<file path="src/rtl/channel_accum_gather.sv">
// Channel accumulation and requantisation per lane, with a per-kernel result FIFO.
// A serializer streams the result to the feature writer one lane word per handshake.
module channel_accum_gather #(
  parameter int LANES       = 4,
  parameter int IN_WIDTH    = 8,
  parameter int ACC_WIDTH   = 24,
  parameter int OUT_WIDTH   = 8,
  parameter int MAX_CHANNEL = 64,
  parameter int FIFO_DEPTH  = 8,
  parameter int CH_W        = $clog2(MAX_CHANNEL + 1),
  localparam int LW         = (LANES > 1) ? $clog2(LANES) : 1
) (
  input  logic                      i_clk,
  input  logic                      i_rst,
  input  logic                      i_cfg_start,
  input  logic [CH_W-1:0]           i_cfg_n_channel,
  input  logic [15:0]               i_cfg_n_kernel,
  input  logic [4:0]                i_cfg_shift,
  input  logic                      i_cfg_relu,
  input  logic                      i_cfg_sat,
  input  logic                      i_in_valid,
  output logic                      o_in_ready,
  input  logic [LANES*IN_WIDTH-1:0] i_in_data,
  output logic                      o_out_valid,
  input  logic                      i_out_ready,
  output logic [OUT_WIDTH-1:0]      o_out_data,
  output logic [LW-1:0]             o_out_lane,
  output logic                      o_out_last,
  output logic                      o_busy,
  output logic                      o_done,
  output logic                      o_err_cfg
);
  // state    | meaning
  // S_IDLE   | waiting for a legal start pulse
  // S_ACCUM  | summing input beats of the current kernel
  // S_COMMIT | requantise the sums and push them as one FIFO entry
  // S_DRAIN  | all kernels pushed; waiting for the output stream to empty
  typedef enum logic [1:0] {S_IDLE, S_ACCUM, S_COMMIT, S_DRAIN} state_t;

  localparam int EW = LANES * OUT_WIDTH;
  localparam int PW = (FIFO_DEPTH > 1) ? $clog2(FIFO_DEPTH) : 1;
  localparam int CW = $clog2(FIFO_DEPTH + 1);
  localparam logic signed [ACC_WIDTH-1:0] OUT_MAX = ACC_WIDTH'((1 << (OUT_WIDTH - 1)) - 1);
  localparam logic signed [ACC_WIDTH-1:0] OUT_MIN = ~OUT_MAX;

  state_t                      state_q, state_d;
  logic [CH_W-1:0]             n_channel_q, ch_cnt_q, ch_cnt_d;
  logic [15:0]                 n_kernel_q, k_cnt_q, k_cnt_d;
  logic [4:0]                  shift_q;
  logic                        relu_q, sat_q, err_cfg_q;
  logic signed [ACC_WIDTH-1:0] acc_q [LANES];
  logic signed [ACC_WIDTH-1:0] acc_d [LANES];

  logic [EW:0]                 fifo_mem_q [FIFO_DEPTH];
  logic [PW-1:0]               wr_ptr_q, rd_ptr_q;
  logic [CW-1:0]               count_q;
  logic [EW-1:0]               ser_data_q;
  logic [LW-1:0]               ser_lane_q;
  logic                        ser_valid_q, ser_last_q;

  logic                        cfg_ok, in_hs, out_hs, ser_free, push, pop, start_ok;
  logic [EW-1:0]               commit_word;

  function automatic logic [OUT_WIDTH-1:0] requant(input logic signed [ACC_WIDTH-1:0] acc,
                                                   input logic [4:0] sh,
                                                   input logic relu, input logic sat);
    logic signed [ACC_WIDTH-1:0] v;
    v = acc >>> sh;
    if (relu && v < 0) v = '0;
    if (sat) begin
      if (v > OUT_MAX) v = OUT_MAX;
      else if (v < OUT_MIN) v = OUT_MIN;
    end
    return v[OUT_WIDTH-1:0];
  endfunction

  function automatic logic [PW-1:0] ptr_inc(input logic [PW-1:0] p);
    return (p == PW'(FIFO_DEPTH - 1)) ? '0 : p + PW'(1);
  endfunction

  always_comb begin
    cfg_ok     = (i_cfg_n_channel != '0) && (i_cfg_n_channel <= CH_W'(MAX_CHANNEL)) &&
                 (i_cfg_n_kernel != '0);
    start_ok   = (state_q == S_IDLE) && i_cfg_start && cfg_ok;
    o_in_ready = (state_q == S_ACCUM) && (count_q < CW'(FIFO_DEPTH));
    in_hs      = i_in_valid && o_in_ready;
    out_hs     = ser_valid_q && i_out_ready;
    // The serializer can take a new entry in the same cycle it hands off its last lane.
    ser_free   = !ser_valid_q || (out_hs && ser_lane_q == LW'(LANES - 1));
    pop        = (count_q != '0) && ser_free;
    push       = (state_q == S_COMMIT);
    commit_word = '0;
    for (int k = 0; k < LANES; k++)
      commit_word[k*OUT_WIDTH +: OUT_WIDTH] = requant(acc_q[k], shift_q, relu_q, sat_q);
  end

  always_comb begin
    state_d  = state_q;
    ch_cnt_d = ch_cnt_q;
    k_cnt_d  = k_cnt_q;
    acc_d    = acc_q;
    o_done   = 1'b0;
    case (state_q)
      S_IDLE: if (start_ok) begin
        state_d  = S_ACCUM;
        ch_cnt_d = '0;
        k_cnt_d  = '0;
        for (int k = 0; k < LANES; k++) acc_d[k] = '0;
      end
      S_ACCUM: if (in_hs) begin
        for (int k = 0; k < LANES; k++)
          acc_d[k] = acc_q[k] + ACC_WIDTH'($signed(i_in_data[k*IN_WIDTH +: IN_WIDTH]));
        ch_cnt_d = ch_cnt_q + CH_W'(1);
        if (ch_cnt_q == n_channel_q - CH_W'(1)) state_d = S_COMMIT;
      end
      S_COMMIT: begin
        for (int k = 0; k < LANES; k++) acc_d[k] = '0;
        ch_cnt_d = '0;
        k_cnt_d  = k_cnt_q + 16'd1;
        state_d  = (k_cnt_q == n_kernel_q - 16'd1) ? S_DRAIN : S_ACCUM;
      end
      S_DRAIN: if (count_q == '0 && !ser_valid_q) begin
        o_done  = 1'b1;
        state_d = S_IDLE;
      end
      default: state_d = S_IDLE;
    endcase
  end

  always_ff @(posedge i_clk) begin
    if (i_rst) begin
      state_q     <= S_IDLE;
      ch_cnt_q    <= '0;
      k_cnt_q     <= '0;
      n_channel_q <= '0;
      n_kernel_q  <= '0;
      shift_q     <= '0;
      relu_q      <= 1'b0;
      sat_q       <= 1'b0;
      err_cfg_q   <= 1'b0;
      for (int k = 0; k < LANES; k++) acc_q[k] <= '0;
    end else begin
      state_q   <= state_d;
      ch_cnt_q  <= ch_cnt_d;
      k_cnt_q   <= k_cnt_d;
      err_cfg_q <= (state_q == S_IDLE) && i_cfg_start && !cfg_ok;
      for (int k = 0; k < LANES; k++) acc_q[k] <= acc_d[k];
      if (start_ok) begin
        n_channel_q <= i_cfg_n_channel;
        n_kernel_q  <= i_cfg_n_kernel;
        shift_q     <= i_cfg_shift;
        relu_q      <= i_cfg_relu;
        sat_q       <= i_cfg_sat;
      end
    end
  end

  // Each entry carries a flag marking the job's final kernel alongside the lane words.
  always_ff @(posedge i_clk) begin
    if (push) fifo_mem_q[wr_ptr_q] <= {(k_cnt_q == n_kernel_q - 16'd1), commit_word};
  end

  always_ff @(posedge i_clk) begin
    if (i_rst) begin
      wr_ptr_q <= '0;
      rd_ptr_q <= '0;
      count_q  <= '0;
    end else begin
      if (push) wr_ptr_q <= ptr_inc(wr_ptr_q);
      if (pop)  rd_ptr_q <= ptr_inc(rd_ptr_q);
      case ({push, pop})
        2'b10:   count_q <= count_q + CW'(1);
        2'b01:   count_q <= count_q - CW'(1);
        default: count_q <= count_q;
      endcase
    end
  end

  always_ff @(posedge i_clk) begin
    if (i_rst) begin
      ser_valid_q <= 1'b0;
      ser_last_q  <= 1'b0;
      ser_lane_q  <= '0;
      ser_data_q  <= '0;
    end else if (pop) begin
      {ser_last_q, ser_data_q} <= fifo_mem_q[rd_ptr_q];
      ser_valid_q <= 1'b1;
      ser_lane_q  <= '0;
    end else if (out_hs) begin
      if (ser_lane_q == LW'(LANES - 1)) ser_valid_q <= 1'b0;
      else ser_lane_q <= ser_lane_q + LW'(1);
    end
  end

  always_comb begin
    o_out_data = '0;
    for (int k = 0; k < LANES; k++)
      if (ser_lane_q == LW'(k)) o_out_data = ser_data_q[k*OUT_WIDTH +: OUT_WIDTH];
  end

  assign o_out_valid = ser_valid_q;
  assign o_out_lane  = ser_lane_q;
  assign o_out_last  = ser_valid_q && ser_last_q && (ser_lane_q == LW'(LANES - 1));
  assign o_busy      = (state_q != S_IDLE);
  assign o_err_cfg   = err_cfg_q;

endmodule

</file>
<file path="config.mk">
export PLATFORM = sky130hd
export DESIGN_NAME = channel_accum_gather
export DESIGN_NICKNAME = d
export VERILOG_FILES = /design/src/rtl/channel_accum_gather.sv
export SDC_FILE = /design/constraint.sdc
export NUM_CORES = 1
export LEC_CHECK = 0
export CAP_MARGIN = 30
export CORE_ASPECT_RATIO = 1.1
export CORE_MARGIN = 8
export CORE_UTILIZATION = 50
export DETAILED_ROUTE_END_ITERATION = 10
export PLACE_DENSITY = 0.71
export SYNTH_ARGS = -nofsm -noshare
export SYNTH_HDL_FRONTEND = slang
export SYNTH_SLANG_ARGS = --single-unit
</file>
<file path="constraint.sdc">
create_clock -name i_clk -period 4.6 [get_ports i_clk]
set_clock_uncertainty 0.05 [all_clocks]
set_input_delay 0.92 -clock i_clk [delete_from_list [all_inputs] [get_ports i_clk]]
set_output_delay 0.92 -clock i_clk [all_outputs]
set_load 0.01 [all_outputs]
</file>
; ---- Word-level counts from Yosys, hierarchy flattened
; Memories as Yosys holds them, arrays and structs flattened. A register that Yosys moved wholly into a read port is not among the register bits.
; Index checks and enable logic that the tools add are counted.
[classes]
add_sub_neg = 13
order_cmp = 14
n_eq_ne = 16
n_shift = 4
n_mux = 44
n_bitwise = 1
reduce_logical = 38
[op_table]
columns = cell, count
row1 = one-hot mux 96 bit (3 select lines), 1
row2 = 2-to-1 mux 96 bit, 2
row3 = 2-to-1 mux 8 bit, 16
row4 = adder 24 x 8 -> 24 bit, 4
row5 = "greater-than comparator 24 x 8 -> 1 bit, second input constant", 4
row6 = "< comparator 24 x 1 -> 1 bit, second input constant", 4
row7 = "< comparator 24 x 8 -> 1 bit, second input constant", 4
row8 = 2-to-1 mux 24 bit, 4
row9 = >>> shifter 24 x 5 -> 24 bit, 4
row10 = one-hot mux 16 bit (2 select lines), 1
row11 = one-hot mux 7 bit (3 select lines), 1
row12 = logical AND 1 bit, 17
row13 = "adder 16 x 1 -> 16 bit, second input constant", 1
row14 = equality test 16 bit, 1
row15 = 2-to-1 mux 16 bit, 1
row16 = nonzero test 16 bit, 1
row17 = "subtractor 16 x 1 -> 16 bit, second input constant", 1
row18 = 2-to-1 mux 7 bit, 2
row19 = "equality test 2 bit, second input constant", 5
row20 = 2-to-1 mux 2 bit, 5
row21 = nonzero test 2 bit, 5
row22 = one-hot mux 2 bit (4 select lines), 1
row23 = one-hot mux 4 bit (2 select lines), 1
row24 = "adder 7 x 1 -> 7 bit, second input constant", 1
row25 = other kinds (26), 43
[totals]
ff_bits = 165
ramBits = 264
input_bits = 67
out_inout_bits = 16
wordCells = 149
memories = 1
[memory_table]
columns = name, words, width, rd, rd_ports_with_merged_regs, write_ports, line_no
row1 = fifo_mem_q, 8, 33, 1, 1, 1, 54  ; logic [EW:0] fifo_mem_q [FIFO_DEPTH];

; ---- Logic depth before layout (Yosys ltp)
[depth]
depth_word = 8
ltp_mapped = 13
ltp_nobuf = 11

; ---- Worst setup path before layout
; OpenSTA, ideal clock, no wires.
[synth_timing]
path_kind = register to register
startpoint = register state_q[0]
endpoint = memory fifo_mem_q[0][0] (netlist bit), enable pin
setup_time_ns = 0.506
t_arrival_ns = 4.329
required_time_ns = 4.044
setup_slack_ns = -0.285
path_stages_with_launch = 6
path_buffers = 2
period_less_slack_ns = 4.885
cell_sequence = dfxtp_1 > clkbuf_1 > nor2_1 > clkinv_1 > clkbuf_1 > nor4_1
[synth_between]
elab_chain_cells = 3
[synth_lines]
columns = item, line_no
row1 = "start, declared", 46  ; state_t state_q, state_d;
row2 = "start signal, assigned", 143  ; state_q <= state_d;
row3 = equality test 2 bit, 91  ; push = (state_q == S_COMMIT);
row4 = 2-to-1 mux 1 bit, 160  ; if (push) fifo_mem_q[wr_ptr_q] <= {(k_cnt_q == n_kernel_q - 16'd1), commit_word};
row5 = 2-to-1 mux 1 bit (not written as such), 160
row6 = "end, declared", 54
; No other way between the ends.

; ---- Worst setup path after layout
[layout_timing]
startpoint = register shift_q[1]
endpoint = memory fifo_mem_q[2][10] (netlist bit), data pin
[layout_between]
elab_chain_cells = 8
elab_cells_between_ends = 9
cone_classes = 3 x order compare / 1 x shift / 4 x mux / 1 x reduce/logical
[layout_lines]
columns = item, line_no
row1 = "start, declared", 49  ; logic [4:0] shift_q;
row2 = "start signal, assigned", 151  ; shift_q <= i_cfg_shift;
row3 = >>> shifter 24 x 5 -> 24 bit (*), 68  ; v = acc >>> sh;
row4 = < comparator 24 x 1 -> 1 bit, 69  ; if (relu && v < 0) v = '0;
row5 = logical AND 1 bit, 69
row6 = 2-to-1 mux 24 bit (*), 69
row7 = < comparator 24 x 8 -> 1 bit, 72  ; else if (v < OUT_MIN) v = OUT_MIN;
row8 = 2-to-1 mux 8 bit, 72
row9 = 2-to-1 mux 8 bit, 71  ; if (v > OUT_MAX) v = OUT_MAX;
row10 = 2-to-1 mux 8 bit (*), 70  ; if (sat) begin
row11 = via commit_word[10], 62  ; logic [EW-1:0] commit_word;
; Mark *: on every way through the listed nets, which the timed path passes. The rest lies on a longest branch.

==> impl_results.md <==
- Status: finished clean
- Remaining antenna violation count after routing: 0
- CTS tree: yes
- Crit path launch type: flip-flop
- # DRC: 0
- Reg2reg setup slack: 0.47 ns
- Placed cell areas: 29500 um2
- Sequential fraction of the synthesis area: 0.429
- Final Hold Viols: 0
- Die Wd: 241 um
- Ys Warns: 0
- Critical Path RT: about 4.8 ns
- Clk sinks: about 460
- Cts hold-fix bufs: 0
- Critical path arrival: about 4.4 ns
- GP Congestion: 0.922
- Worst-Margin Slew: 1.08 ns
- Power, Total: between 10 and 15 mW
- Peak supply drop: between 0.0002 and 0.0003 V
- Synth cell types: 89
- Design Area, Final: 31000 um2
- R2R depth: 8
- Syn nets: roughly 2.8k
- Fill count: 4603
- WS Path Type: reg -> reg
- GRT overflow: 0
- Pre-Repair DR Iteration Count: 6
- Synthesized instance count: 2648
- RSZ-0062 raised after global routing: false
- Mapped Area: about 28000 um2
- Via count: around 22k
- Critical path endpoint category: flip-flop
- Maximum clock frequency: between 200 and 250 MHz
- Hold Crit Depth: 2
- Worst relative slew slack: 0.278
- Die area: between 60000 and 70000 um2
- Post-DP HPWL: 51.4 mm
- Largest net degree at the start of global routing: 89
- Synth Area per Inst: 10.5 um2
- Rows: 90
- Fraction of layout cells with a size suffix above 1: 0.128
- TNS Setup: 0 ns
- Fin crit period: a little over 4 ns
- Wirelength, routed: 73.3 mm
- First-pass GRT wire length: 117 mm
- Vias in the first global route: around 21k
- DRT iter0 DRCs: ~1.9k
- Boundary Pins: 83
- Worst-case clock buffer depth: 3
- Clock Latency Late Sink: 0.59 ns
- Post-Layout Cell Count: 3467
- Antenna diodes: 0
- Vias per std cell: 6.21
- Largest fanout on the critical path: 45
- Starting Density: 0.506
- Final setup violation count: 0
- Post-synth EDFFs: 264
- Leak Pwr: 11.2 nW
- Placed insts: 3376
- Nets: ~2.9k
- #FFs+latches synth: 462
- Pwr/cell area: 365 nW/um2
- Area delta synth->final: 11.9%
- Period utilization: 0.897
- Root Driver: clkbuf_16
- Wirelength per Cell: 21.1 um
- Hold_ws: 0.451 ns
- Clk slew on worst S/H paths: 0.06 ns
- Maxcap violations: 0
- Top FF cell, synth: edfxtp_1
- CTS resizes: 0
- Die Y: between 200 and 300 um
- Total CTS buffers: 49
- Core region area: around 55000 um2
- H-tree depth: 2
- Max-slew violation count: 0
- Async SR Flop Fraction: 0
- Post-CTS Setup Repair Bufs: 0
- GRT Util Overall: 0.228
- Hold crit path type: reg -> reg
- I/O Buffers: around 80
- Initial antenna violation count: 0
[worst max-delay path: stages, from the launching register on]
cell and delay [ns]:
dfxtp_4 0.54, nor2_1 0.92, o21ai_0 0.40, and2_1 0.28
o31ai_1 0.29, nand4b_1 0.14, nor3_1 0.15, a41oi_1 0.27
o21ai_0 0.74
[power breakdown]
part / internal (mW) / switching (mW)
logic: 1.15 / 1.45
registers: 4.60 / 0.278
clock network: 2.20 / 1.65
total: 7.94 / 3.38
[placed cells by master (no fill, tap or decap), types with 18 or more instances in the layout]
master             n
mux4_2           140
a21oi_1          219
mux2i_1          147
dfxtp_1          191
nor2_1           244
a211oi_1          63
edfxtp_1         264
nand4_1           19
a22oi_1           20
clkbuf_16         50
ha_1             107
and3_1            25
nand2_1          264
xnor2_1           54
inv_1             40
nor3_1            30
o21a_1            21
a31oi_1           23
nand2b_1          18
xor2_1            54
o21ai_0          147
buf_4             73
a21o_1            41
nand3_1           75
clkdlybuf4s50_1   81
[state kept, by name, indices dropped and copies added (netlist names), 2 cells and up]
name         flops
fifo_mem_q     264
acc_q           96
ser_data_q      32
k_cnt_q         16
n_kernel_q      16
ch_cnt_q         7
n_channel_q      7
shift_q          5
count_q          4
rd_ptr_q         3
wr_ptr_q         3
o_out_lane       2
state_q          2
[cell usage after synthesis, drive strengths merged (6+ instances only)]
library cell  count  share of area
buf              57          0.012
nand2           264          0.036
a31oi            23         0.0052
o22ai            13         0.0029
nor3             35         0.0067
clkbuf          110          0.015
nor2            250          0.034
dfxtp           198           0.14
nand4            19         0.0043
nor4             19         0.0045
a21oi           222          0.040
nand3b           10         0.0027
mux4            141           0.11
o211ai           20         0.0060
o21ai           161          0.029
and3             25         0.0056
nor2b             9         0.0020
o21a             21         0.0057
nand3            76          0.014
nor3b             7         0.0021
o21bai            8         0.0022
edfxtp          264           0.29
inv              42         0.0057
ha              107          0.048
a311oi            6         0.0019
xnor2            54          0.017
nand2b           18         0.0041
or3              12         0.0027
and2             13         0.0029
a211oi           63          0.017
a21o             41          0.011
a22oi            20         0.0054
mux2             17         0.0069
mux2i           147          0.053
o31ai            13         0.0035
xor2             54          0.017
[final cells by class]
| type | instances | area (um2) | area share |
|---|---|---|---|
| tap | 736 | 921 | 0.0297 |
| clock inverter | 20 | 165 | 0.00532 |
| clock buffer | 71 | 1410 | 0.0454 |
| multi-input combinational | 1976 | 15000 | 0.484 |
| sequential | 462 | 11900 | 0.384 |
| inverter | 43 | 161 | 0.00520 |
| timing repair buffer | 159 | 1450 | 0.0467 |
[metrics by stage]
| step | util | worst slack, ns |
|---|---|---|
| finish | 0.566 | 0.475 |
| global route | 0.566 | 0.175 |
| CTS | 0.566 | 0.523 |
| detailed placement | 0.537 | 0.338 |
| global placement | 0.537 | 0.349 |
| floorplan | - | 0.579 |
[cell families (layout without fill, tap and decap cells)]
| family | Yosys count | after routing | synth area share |
|---|---|---|---|
| adder cells (fa/ha/maj) | 112 | 112 | 0.0519 |
| flip-flops | 462 | 462 | 0.429 |
| AND/OR/NAND/NOR | 776 | 776 | 0.127 |
| AO/OA/AOI/OAI | 675 | 675 | 0.151 |
| buffers and inverters | 210 | 293 | 0.0327 |
| multiplexers | 305 | 305 | 0.174 |
| XOR/XNOR | 108 | 108 | 0.0341 |
[worst paths after layout]
check | startpoint | end
max | shift_q[1] | fifo_mem_q[2][10]
max reg2reg | shift_q[1] | fifo_mem_q[2][10]
min reg2reg | acc_q[0] | acc_q[0]
min | acc_q[0] | acc_q[0]
[per-layer routing]
metal | vias to the layer above | wire length [um] | track usage
met2 | 705 | 36200 | 0.390
li1 | 10100 | - | -
met3 | 152 | 4050 | 0.0305
met1 | 10500 | 30400 | 0.293
met5 | - | 0 | 0
met4 | 0 | 2660 | 0.0814
Note: power is estimated with default switching activity, not from simulation.
